===== config.mk =====
export PLATFORM = sky130hd
export DESIGN_NAME = ext_int_source
export DESIGN_NICKNAME = d
export VERILOG_FILES = /design/src/rtl/ext_int_source_pkg.sv /design/src/rtl/ext_int_source_trigger_gen.sv /design/src/rtl/ext_int_source.sv
export SDC_FILE = /design/constraint.sdc
export NUM_CORES = 1
export LEC_CHECK = 0
export CELL_PAD_IN_SITES_DETAIL_PLACEMENT = 2
export CELL_PAD_IN_SITES_GLOBAL_PLACEMENT = 2
export CORE_MARGIN = 4
export CORE_UTILIZATION = 34
export CTS_CLUSTER_DIAMETER = 200
export DETAILED_ROUTE_END_ITERATION = 12
export PLACE_DENSITY_LB_ADDON = 0.1
export RECOVER_POWER = 25
export SKIP_LAST_GASP = 1
export SYNTH_ARGS = -nofsm -noshare
export SYNTH_HDL_FRONTEND = slang
export SYNTH_SLANG_ARGS = --single-unit

===== constraint.sdc =====
create_clock -name clk -period 8.2 [get_ports clk]
set_input_delay 0.82 -clock clk [delete_from_list [all_inputs] [get_ports clk]]
set_output_delay 0.82 -clock clk [all_outputs]
set_load 0.03 [all_outputs]

===== src/rtl/ext_int_source_pkg.sv =====
// ext_int_source_pkg
//   Shared definitions for the external interrupt-source responder:
//   FSM state encoding, the default acknowledge word address (same constant
//   the CPU's interrupt-ack logic writes), and the ack-write decode helper.
package ext_int_source_pkg;

  typedef enum logic [1:0] {
    ST_IDLE   = 2'd0,
    ST_DELAY  = 2'd1,
    ST_ASSERT = 2'd2,
    ST_GAP    = 2'd3
  } int_state_e;

  localparam logic [31:0] ACK_ADDR_DEFAULT = 32'h0000_7F20;

  // A write to any byte of the acknowledge word; the byte offset is ignored.
  function automatic logic is_ack_write(input logic [31:0] addr,
                                        input logic [3:0]  byteen,
                                        input logic [31:0] ack_addr);
    return (byteen != 4'b0000) && ((addr & ~32'h3) == (ack_addr & ~32'h3));
  endfunction

endpackage


===== src/rtl/ext_int_source_trigger_gen.sv =====
// int_trigger_gen
//   Produces a one-cycle trigger pulse for the interrupt source.
//   mode 0: rising match of the CPU PC against trig_pc (one pulse per visit).
//   mode 1: free-running period counter, pulse when it reaches period-1.
//   Ports:
//     clk, reset  clock and synchronous active-high reset
//     mode        0 = PC match, 1 = periodic
//     trig_pc     PC to match in mode 0
//     period      period in mode 1 (0 = disabled)
//     en          gates the trigger output only
//     pc          CPU macroscopic PC
//     trig        one-cycle trigger pulse (combinational)
module int_trigger_gen
  import ext_int_source_pkg::*;
#(
  parameter int unsigned DELAY_W = 16
) (
  input  logic               clk,
  input  logic               reset,
  input  logic               mode,
  input  logic [31:0]        trig_pc,
  input  logic [DELAY_W-1:0] period,
  input  logic               en,
  input  logic [31:0]        pc,
  output logic               trig
);

  localparam logic [DELAY_W-1:0] CNT_ONE = DELAY_W'(1);

  logic [31:0]        prev_pc;
  logic [DELAY_W-1:0] pcnt;
  logic               period_on;
  logic               period_hit;
  logic               pc_hit;

  always_comb begin
    period_on  = mode && (period != '0);
    // >= rather than == so a period shortened below the running count
    // still wraps on the next cycle instead of running all the way around.
    period_hit = period_on && (pcnt >= (period - CNT_ONE));
    pc_hit     = !mode && (pc == trig_pc) && (prev_pc != trig_pc);
    trig       = en && (pc_hit || period_hit);
  end

  always_ff @(posedge clk) begin
    if (reset) begin
      prev_pc <= '0;
      pcnt    <= '0;
    end else begin
      prev_pc <= pc;
      if (!period_on || period_hit) begin
        pcnt <= '0;
      end else begin
        pcnt <= pcnt + CNT_ONE;
      end
    end
  end

endmodule


===== src/rtl/ext_int_source.sv =====
// ext_int_source
//   Interrupt-source responder driving the CPU's external interrupt input.
//   A trigger (PC match or periodic) raises a level request, optionally after
//   a delay; it is held until the handler writes the acknowledge word.
//   Triggers arriving while a request is in flight are queued in 'pending'
//   and replayed after a one-cycle low gap so CP0 sees a fresh edge.
//   Ports:
//     clk, reset      clock and synchronous active-high reset
//     cfg_we          load cfg_* into the configuration registers
//     cfg_mode        0 = PC-match trigger, 1 = periodic trigger
//     cfg_pc          trigger PC (mode 0)
//     cfg_delay       trigger-to-assert delay (mode 0) / period (mode 1)
//     cfg_en          global trigger enable
//     macroscopic_pc  CPU macroscopic PC
//     m_int_addr      interrupt-ack write address
//     m_int_byteen    interrupt-ack byte enables (any set = write)
//     interrupt       level interrupt request
//     pending         triggers queued behind the current request
//     irq_count       acknowledged requests, wraps at 16 bits
module ext_int_source
  import ext_int_source_pkg::*;
#(
  parameter logic [31:0] ACK_ADDR = ACK_ADDR_DEFAULT,
  parameter int unsigned DELAY_W  = 16,
  parameter int unsigned PEND_W   = 3
) (
  input  logic               clk,
  input  logic               reset,
  input  logic               cfg_we,
  input  logic               cfg_mode,
  input  logic [31:0]        cfg_pc,
  input  logic [DELAY_W-1:0] cfg_delay,
  input  logic               cfg_en,
  input  logic [31:0]        macroscopic_pc,
  input  logic [31:0]        m_int_addr,
  input  logic [3:0]         m_int_byteen,
  output logic               interrupt,
  output logic [PEND_W-1:0]  pending,
  output logic [15:0]        irq_count
);

  localparam logic [DELAY_W-1:0] DCNT_ONE = DELAY_W'(1);
  localparam logic [PEND_W-1:0]  PEND_ONE = PEND_W'(1);
  localparam logic [PEND_W-1:0]  PEND_MAX = '1;

  // Configuration registers
  logic               cfg_mode_r;
  logic [31:0]        cfg_pc_r;
  logic [DELAY_W-1:0] cfg_delay_r;
  logic               cfg_en_r;

  always_ff @(posedge clk) begin
    if (reset) begin
      cfg_mode_r  <= 1'b0;
      cfg_pc_r    <= '0;
      cfg_delay_r <= '0;
      cfg_en_r    <= 1'b0;
    end else if (cfg_we) begin
      cfg_mode_r  <= cfg_mode;
      cfg_pc_r    <= cfg_pc;
      cfg_delay_r <= cfg_delay;
      cfg_en_r    <= cfg_en;
    end
  end

  // Trigger generation
  logic trig;

  int_trigger_gen #(
    .DELAY_W (DELAY_W)
  ) u_trigger_gen (
    .clk     (clk),
    .reset   (reset),
    .mode    (cfg_mode_r),
    .trig_pc (cfg_pc_r),
    .period  (cfg_delay_r),
    .en      (cfg_en_r),
    .pc      (macroscopic_pc),
    .trig    (trig)
  );

  // Request FSM
  int_state_e         state, state_nxt;
  logic [DELAY_W-1:0] dcnt, dcnt_nxt;
  logic [PEND_W-1:0]  pending_nxt;
  logic [PEND_W-1:0]  pend_eff;
  logic [15:0]        irq_count_nxt;
  logic               ack;

  always_ff @(posedge clk) begin
    if (reset) begin
      state     <= ST_IDLE;
      dcnt      <= '0;
      pending   <= '0;
      irq_count <= '0;
      interrupt <= 1'b0;
    end else begin
      state     <= state_nxt;
      dcnt      <= dcnt_nxt;
      pending   <= pending_nxt;
      irq_count <= irq_count_nxt;
      interrupt <= (state_nxt == ST_ASSERT);
    end
  end

  always_comb begin
    state_nxt     = state;
    dcnt_nxt      = dcnt;
    irq_count_nxt = irq_count;
    ack           = is_ack_write(m_int_addr, m_int_byteen, ACK_ADDR);

    // Any trigger while a request is in flight is queued first; a saturated
    // queue silently drops it. An ack in the same cycle then consumes from
    // the updated queue, so trig+ack with an empty queue still yields a gap.
    pend_eff = pending;
    if (trig && (state != ST_IDLE) && (pending != PEND_MAX)) begin
      pend_eff = pending + PEND_ONE;
    end
    pending_nxt = pend_eff;

    case (state)
      ST_IDLE: begin
        if (trig) begin
          if (!cfg_mode_r && (cfg_delay_r != '0)) begin
            state_nxt = ST_DELAY;
            dcnt_nxt  = cfg_delay_r;
          end else begin
            state_nxt = ST_ASSERT;
          end
        end
      end
      ST_DELAY: begin
        if (dcnt <= DCNT_ONE) begin
          state_nxt = ST_ASSERT;
          dcnt_nxt  = '0;
        end else begin
          dcnt_nxt  = dcnt - DCNT_ONE;
        end
      end
      ST_ASSERT: begin
        if (ack) begin
          irq_count_nxt = irq_count + 16'd1;
          if (pend_eff != '0) begin
            state_nxt   = ST_GAP;
            pending_nxt = pend_eff - PEND_ONE;
          end else begin
            state_nxt   = ST_IDLE;
          end
        end
      end
      ST_GAP: begin
        state_nxt = ST_ASSERT;
      end
      default: begin
        state_nxt = ST_IDLE;
      end
    endcase
  end

endmodule


---- Word level (Yosys, flattened, before mapping) ----
Cells that the tools add are included.
W data, S select, Z words.
word-level totals
  register bits ........................... 136
  output and inout bits ................... 20
  word-level logic and storage cells ...... 65
  input port bits ......................... 121
operators by class
  equality and inequality tests ........... 10
  $lt $le $gt $ge ......................... 2
  add/subtract/negate cells ............... 6
  muxes and demuxes ....................... 14
  reductions and logical operators ........ 22
operators by type and width
  kind                     number
  $mux W16                 3
  $add A16 B1 Y16 const B  2
  $eq A32 B32 Y1           1
  $ne A32 B32 Y1           1
  $pmux W16 S2             1
  $sub A16 B1 Y16 const B  2
  $eq A30 B13 Y1 const B   1
  $ge A16 B16 Y1           1
  $le A16 B1 Y1 const B    1
  $reduce_bool A16 Y1      1
  $mux W3                  4
  $mux W2                  5
  $logic_and A1 B1 Y1      9
  $pmux W2 S4              1
  $eq A2 B2 Y1 const B     3
  $ne A2 B2 Y1 const B     2
  $reduce_bool A2 Y1       2
  $reduce_bool A4 Y1       1
  $add A3 B1 Y3 const B    1
  $ne A3 B3 Y1 const B     1
  $reduce_and A3 Y1        1
  $reduce_bool A3 Y1       1
  $sub A3 B1 Y3 const B    1
  $eq A2 B1 Y1 const B     1
  other kinds (5)          7

---- Depth between registers and ports, before layout ----
  depth in word-level cells ............... 13
  depth in mapped cells ................... 20
  depth with buffers taken out ............ 20

---- By module ----
Synthesis repeated with hierarchy kept, for this count alone.
second synthesis, totals
  cells, all modules ...................... 754
  area total of the unflattened synthesis .. 6962.9 µm²
modules (own cells, without submodules)
  module           times used  cells an instance  sequential area each (µm²)  area each (µm²)
  ext_int_source   1           449                1761.7                      4127.7
  int_trigger_gen  1           305                960.9                       2835.2

---- Worst setup path before layout ----
OpenSTA, ideal clock, no wires.
  kind .................................... reg-to-reg
  start ................................... reg cfg_delay_r[2]
  end ..................................... reg pending[0]
  setup slack ............................. 4072 ps
  arrival ................................. 3998 ps
  buffers on the path ..................... 0
  required time ........................... 8070 ps
  setup time .............................. 130 ps
  clock period less this slack ............ 4128 ps
  stages on the path, launching flop included .. 19
  cell sequence ........................... dfxtp_1 -> or4_1 -> nor4_1 -> nand3b_1 -> nor3_1 -> xnor2_1 -> ha_1 -> nand4_1 -> nor3_1 -> nand2_1 -> o211ai_1 -> a31o_2 -> nand2_1 -> xor2_1 -> ha_1 -> ha_1 -> o21ai_0 -> a21oi_1 -> nand4b_1
on the way
  cells in the longest elaborated chain, start to end .. 12
  elaborated cells between the ends (all ways) .. 15
  classes of those cells .................. add/sub: 2; order compare: 1; mux: 4; reduce/logical: 8
RTL lines
  what                                                           RTL line                                                            text
  start, declared                                                ext_int_source.sv:49                                                logic [DELAY_W-1:0] cfg_delay_r;
  start signal, assigned                                         ext_int_source.sv:61                                                cfg_delay_r <= cfg_delay;
  $sub A16 B1 Y16 / $reduce_bool A16 Y1 (equally long branches)  ext_int_source_trigger_gen.sv:40, ext_int_source_trigger_gen.sv:37
  $ge A16 B16 Y1 / $logic_and A1 B1 Y1 (equally long branches)   ext_int_source_trigger_gen.sv:40, ext_int_source_trigger_gen.sv:37
  $logic_and A1 B1 Y1 (*)                                        ext_int_source_trigger_gen.sv:40                                    period_hit = period_on && (pcnt >= (period - CNT_ONE));
  $logic_or A1 B1 Y1 (*)                                         ext_int_source_trigger_gen.sv:42                                    trig = en && (pc_hit || period_hit);
  $logic_and A1 B1 Y1 (*)                                        ext_int_source_trigger_gen.sv:42
  $logic_and A1 B1 Y1 (*) (2 in a row)                           ext_int_source.sv:116                                               if (trig && (state != ST_IDLE) && (pending != PEND_MAX)) begin
  $mux W3 (*)                                                    ext_int_source.sv:116
  $sub A3 B1 Y3 / $reduce_bool A3 Y1 (equally long branches)     ext_int_source.sv:145, ext_int_source.sv:143
  $mux W3                                                        ext_int_source.sv:143                                               if (pend_eff != '0) begin
  $mux W3                                                        ext_int_source.sv:141                                               if (ack) begin
  $mux W3 (*)                                                    ext_int_source.sv:121                                               case (state)
  end signal, assigned                                           ext_int_source.sv:100                                               pending <= pending_nxt;
  end, declared                                                  ext_int_source.sv:38                                                output logic [PEND_W-1:0] pending,
Every way passes the cells marked *; elsewhere a longest branch is shown, timed or not.
A chain may end at the register's enable or synchronous reset.

---- Final worst setup path ----
  start ................................... reg cfg_delay_r[2]
  end ..................................... reg interrupt
on the way
  cells in the longest elaborated chain, start to end .. 13
  elaborated cells between the ends (all ways) .. 18
  classes of those cells .................. add/sub: 1; order compare: 1; eq/ne: 1; mux: 6; reduce/logical: 9
RTL lines
  what                                                           RTL line                                                                                   text
  $sub A16 B1 Y16 / $reduce_bool A16 Y1 (equally long branches)  ext_int_source_trigger_gen.sv:40, ext_int_source_trigger_gen.sv:37, ext_int_source.sv:124
  $ge A16 B16 Y1 / $logic_and A1 B1 Y1 (equally long branches)   ext_int_source_trigger_gen.sv:40, ext_int_source_trigger_gen.sv:37
  $logic_and A1 B1 Y1                                            ext_int_source_trigger_gen.sv:40
  $logic_or A1 B1 Y1                                             ext_int_source_trigger_gen.sv:42
  $logic_and A1 B1 Y1                                            ext_int_source_trigger_gen.sv:42
  $logic_and A1 B1 Y1 (2 in a row)                               ext_int_source.sv:116
  $mux W3                                                        ext_int_source.sv:116
  $reduce_bool A3 Y1                                             ext_int_source.sv:143
  $mux W2                                                        ext_int_source.sv:143
  $mux W2                                                        ext_int_source.sv:141
  $pmux W2 S4 (*)                                                ext_int_source.sv:121
  $eq A2 B2 Y1 (*)                                               ext_int_source.sv:102                                                                      interrupt <= (state_nxt == ST_ASSERT);
  end signal, assigned                                           ext_int_source.sv:102
  end, declared                                                  ext_int_source.sv:37                                                                       output logic interrupt,
Marked as above.

==> results.ini <==
[worst_setup_path]
r2r_slack_ns=3.03
critPathRequiredTime_ns=8.48
end_kind=register
critical_path_class=register to register
slowest_delay_ns=0.69
cp.depth=19
cp_num_buf_inv=0
cp_data_arrival_time_ns=5.45
path_cells=or4_1 -> nor4_1 -> nand3b_1 -> nor3_1 -> xnor2_1 -> ha_1 -> nand4_1 -> nor3_1 -> nand2_1 -> o211ai_1 -> a31o_2 -> nand2_1 -> xor2_1 -> ha_1 -> ha_1 -> nor2_1 -> nor2_1 -> nand2_1 -> nor3_1
reg2regPathDepth=19
critPathSlowestCell=nor4_1
cp_max_fo=6
start_kind=register
cp_top_family=simple AND/OR/NAND/NOR gates

[cts]
cts_buffers=17
h-tree-depth=4
cts_setup_buffers=0
cts_sinks=136
clock_latency_ns=0.43
clockRootBuffer=clkbuf_16
cts_resized=0
cts.path.max_buffers=2
clk_pin_slew_ns=0.06
cts_tree=done
cts_hold_buf=0

[place]
dp_slack_ns=3.008
hpwlAfterDp_mm=17.93
dp.cells=1151
port_buffers=138
place_area_mm2=0.008558
gp_congestion=0.7826

[layout]
nets=1047
final_cell_mix=136 x dfxtp_1, 136 x clkdlybuf4s50_1, 119 x nor2_1
final_cell_area_mm2=0.009138
multiInputGateArea_mm2=0.004053
syn_to_final_growth_pct=31.61
drive_gt1_frac=0.04600
layout.area.seq_mm2=0.002723
fillers=2171
final_cells=1184

[min_path]
holdPathStages=1
hold_path.class=register to register

[global_route]
grt_overflow=0
grt_antenna_before_repair=2
grt_max_degree=64
grt.total_usage=0.2128
grt_pass1_wl_mm=37.45
grt_pass1_vias=6995

[timing]
tightestPinTransition_ns=2.537
finalCritPeriodShare=0.6306
layout_setup_ws_ns=3.029
fmax_mhz=193.4
slew_headroom=-0.6915
rsz0062_at_grt=no
setup_viol=0
tns_ns=0
skew_ns=0.01278
maxSlewViolCount=53
hold_violations=0
min_period_ns=5.171

[floorplan]
dieArea_mm2=0.02277
design.portCount=141
core_mm2=0.02017
placement_rows=52
start_util=0.3442
die_w_um=150.9
die_h_um=150.9

[route]
drc=0
firstDrtPassIters=4
avgRoutedWirePerCell_um=20.08
vias_per_cell=5.179
wl_mm=23.78
via_count=6132
drt-initial-drc-count=179
ant_nets=0

[yosys]
async_flop_share=0
synth_nets=916
yosysWarnings=0
synthFlopType=dfxtp_1
synth_edf_count=0
synthCells=769
syn_area_mm2=0.006943
synth_cell_type_count=53
ys_seq_elements=136
synth.avg_cell_area_um2=9.028
yosysSeqAreaShare=0.3921

[run_status]
status=finished with violations
violations=max-capacitance violations, max-slew violations

[run]
cap_viol_max_count=1

[pwr]
vdd_drop_max_mv=0.1289
p_per_area_mw_per_mm2=185.4
p_total_uw=1694
power.leakage_uw=0.003514

[Yosys cell counts (5+ instances only)]
cell,number,area (µm²)
a21oi_1,23,115.1
or4_1,6,45.04
xnor2_1,77,674.4
nor3_1,14,70.07
nand3_1,21,105.1
mux2i_1,57,570.6
buf_1,10,37.54
nand2b_1,6,37.54
clkbuf_1,13,48.80
ha_1,26,325.3
nor2b_1,37,231.5
nor4b_1,6,52.55
nand4_1,27,168.9
xor2_1,38,332.8
a31oi_1,5,31.28
nand2_1,37,138.9
nor2_1,119,446.7
o21a_1,7,52.55
dfxtp_1,136,2723
inv_1,15,56.30
nor4_1,16,100.1
o21ai_0,13,65.06
and3_1,5,31.28
[sequential cells by signal, indices dropped and copies added, names as in the netlist]
register	flops
cfg_delay_r	16
cfg_en_r	1
cfg_mode_r	1
cfg_pc_r	32
dcnt	16
interrupt	1
irq_count	16
pending	3
state	2
u_trigger_gen.pcnt	16
u_trigger_gen.prev_pc	32
[area by class of cell]
cell class                 instances  area share
sequential                       136      0.2980
timing repair buffer             140      0.1516
clock buffer                      20     0.04779
clock inverter                    12     0.01575
inverter                          15    0.006162
antenna                            1   0.0002739
tap                              270     0.03697
multi-input combinational        590      0.4435
[report_power, final]
part / internal, µW / switching [µW]
sequential: 684 / 25.9
combinational: 113 / 99.9
clock: 452 / 318
total: 1250 / 444
[worst paths after layout]
path | start | to
setup / recovery | cfg_delay_r[2] | interrupt
setup reg to reg | cfg_delay_r[2] | interrupt
hold / removal | u_trigger_gen.pcnt[0] | u_trigger_gen.pcnt[0]
hold reg to reg | u_trigger_gen.pcnt[0] | u_trigger_gen.pcnt[0]
[worst reg2reg max path: stages (launching register included)]
cell and delay (ns):
dfxtp_1 0.37, or4_1 0.64, nor4_1 0.69, nand3b_1 0.24, nor3_1 0.23, xnor2_1 0.09
ha_1 0.30, nand4_1 0.14, nor3_1 0.27, nand2_1 0.08, o211ai_1 0.42, a31o_2 0.32
nand2_1 0.08, xor2_1 0.19, ha_1 0.23, ha_1 0.28, nor2_1 0.24, nor2_1 0.10
nand2_1 0.07, nor3_1 0.05
[cells by family (layout without fill, tap and decap cells)]
logic type	Yosys count	count (layout)	synth area share
adder cells (fa/ha/maj)	26	26	0.04686
multiplexers	58	58	0.08380
AO/OA/AOI/OAI	69	69	0.06830
flip-flops	136	136	0.3921
buffers and inverters	43	187	0.02505
AND/OR/NAND/NOR	322	322	0.2388
XOR/XNOR	115	115	0.1451
other	0	1	0
[metal layers]
layer,vias up,wire length [µm],track usage
met5,-,8,0
met4,2,550,0.07842
met3,43,1119,0.04728
met2,145,12340,0.3889
met1,3009,9765,0.2413
li1,2933,-,-
[per-stage QoR]
step,utilization,hold WS (ns)
2_1_floorplan,-,0.4297
3_3_place_gp,0.4243,0.4469
3_5_place_dp,0.4243,0.4654
4_1_cts,0.4531,0.4928
5_1_grt,0.4530,0.5284
6_report,0.4530,0.4897
No activity file was read; power rests on OpenSTA's default activity.
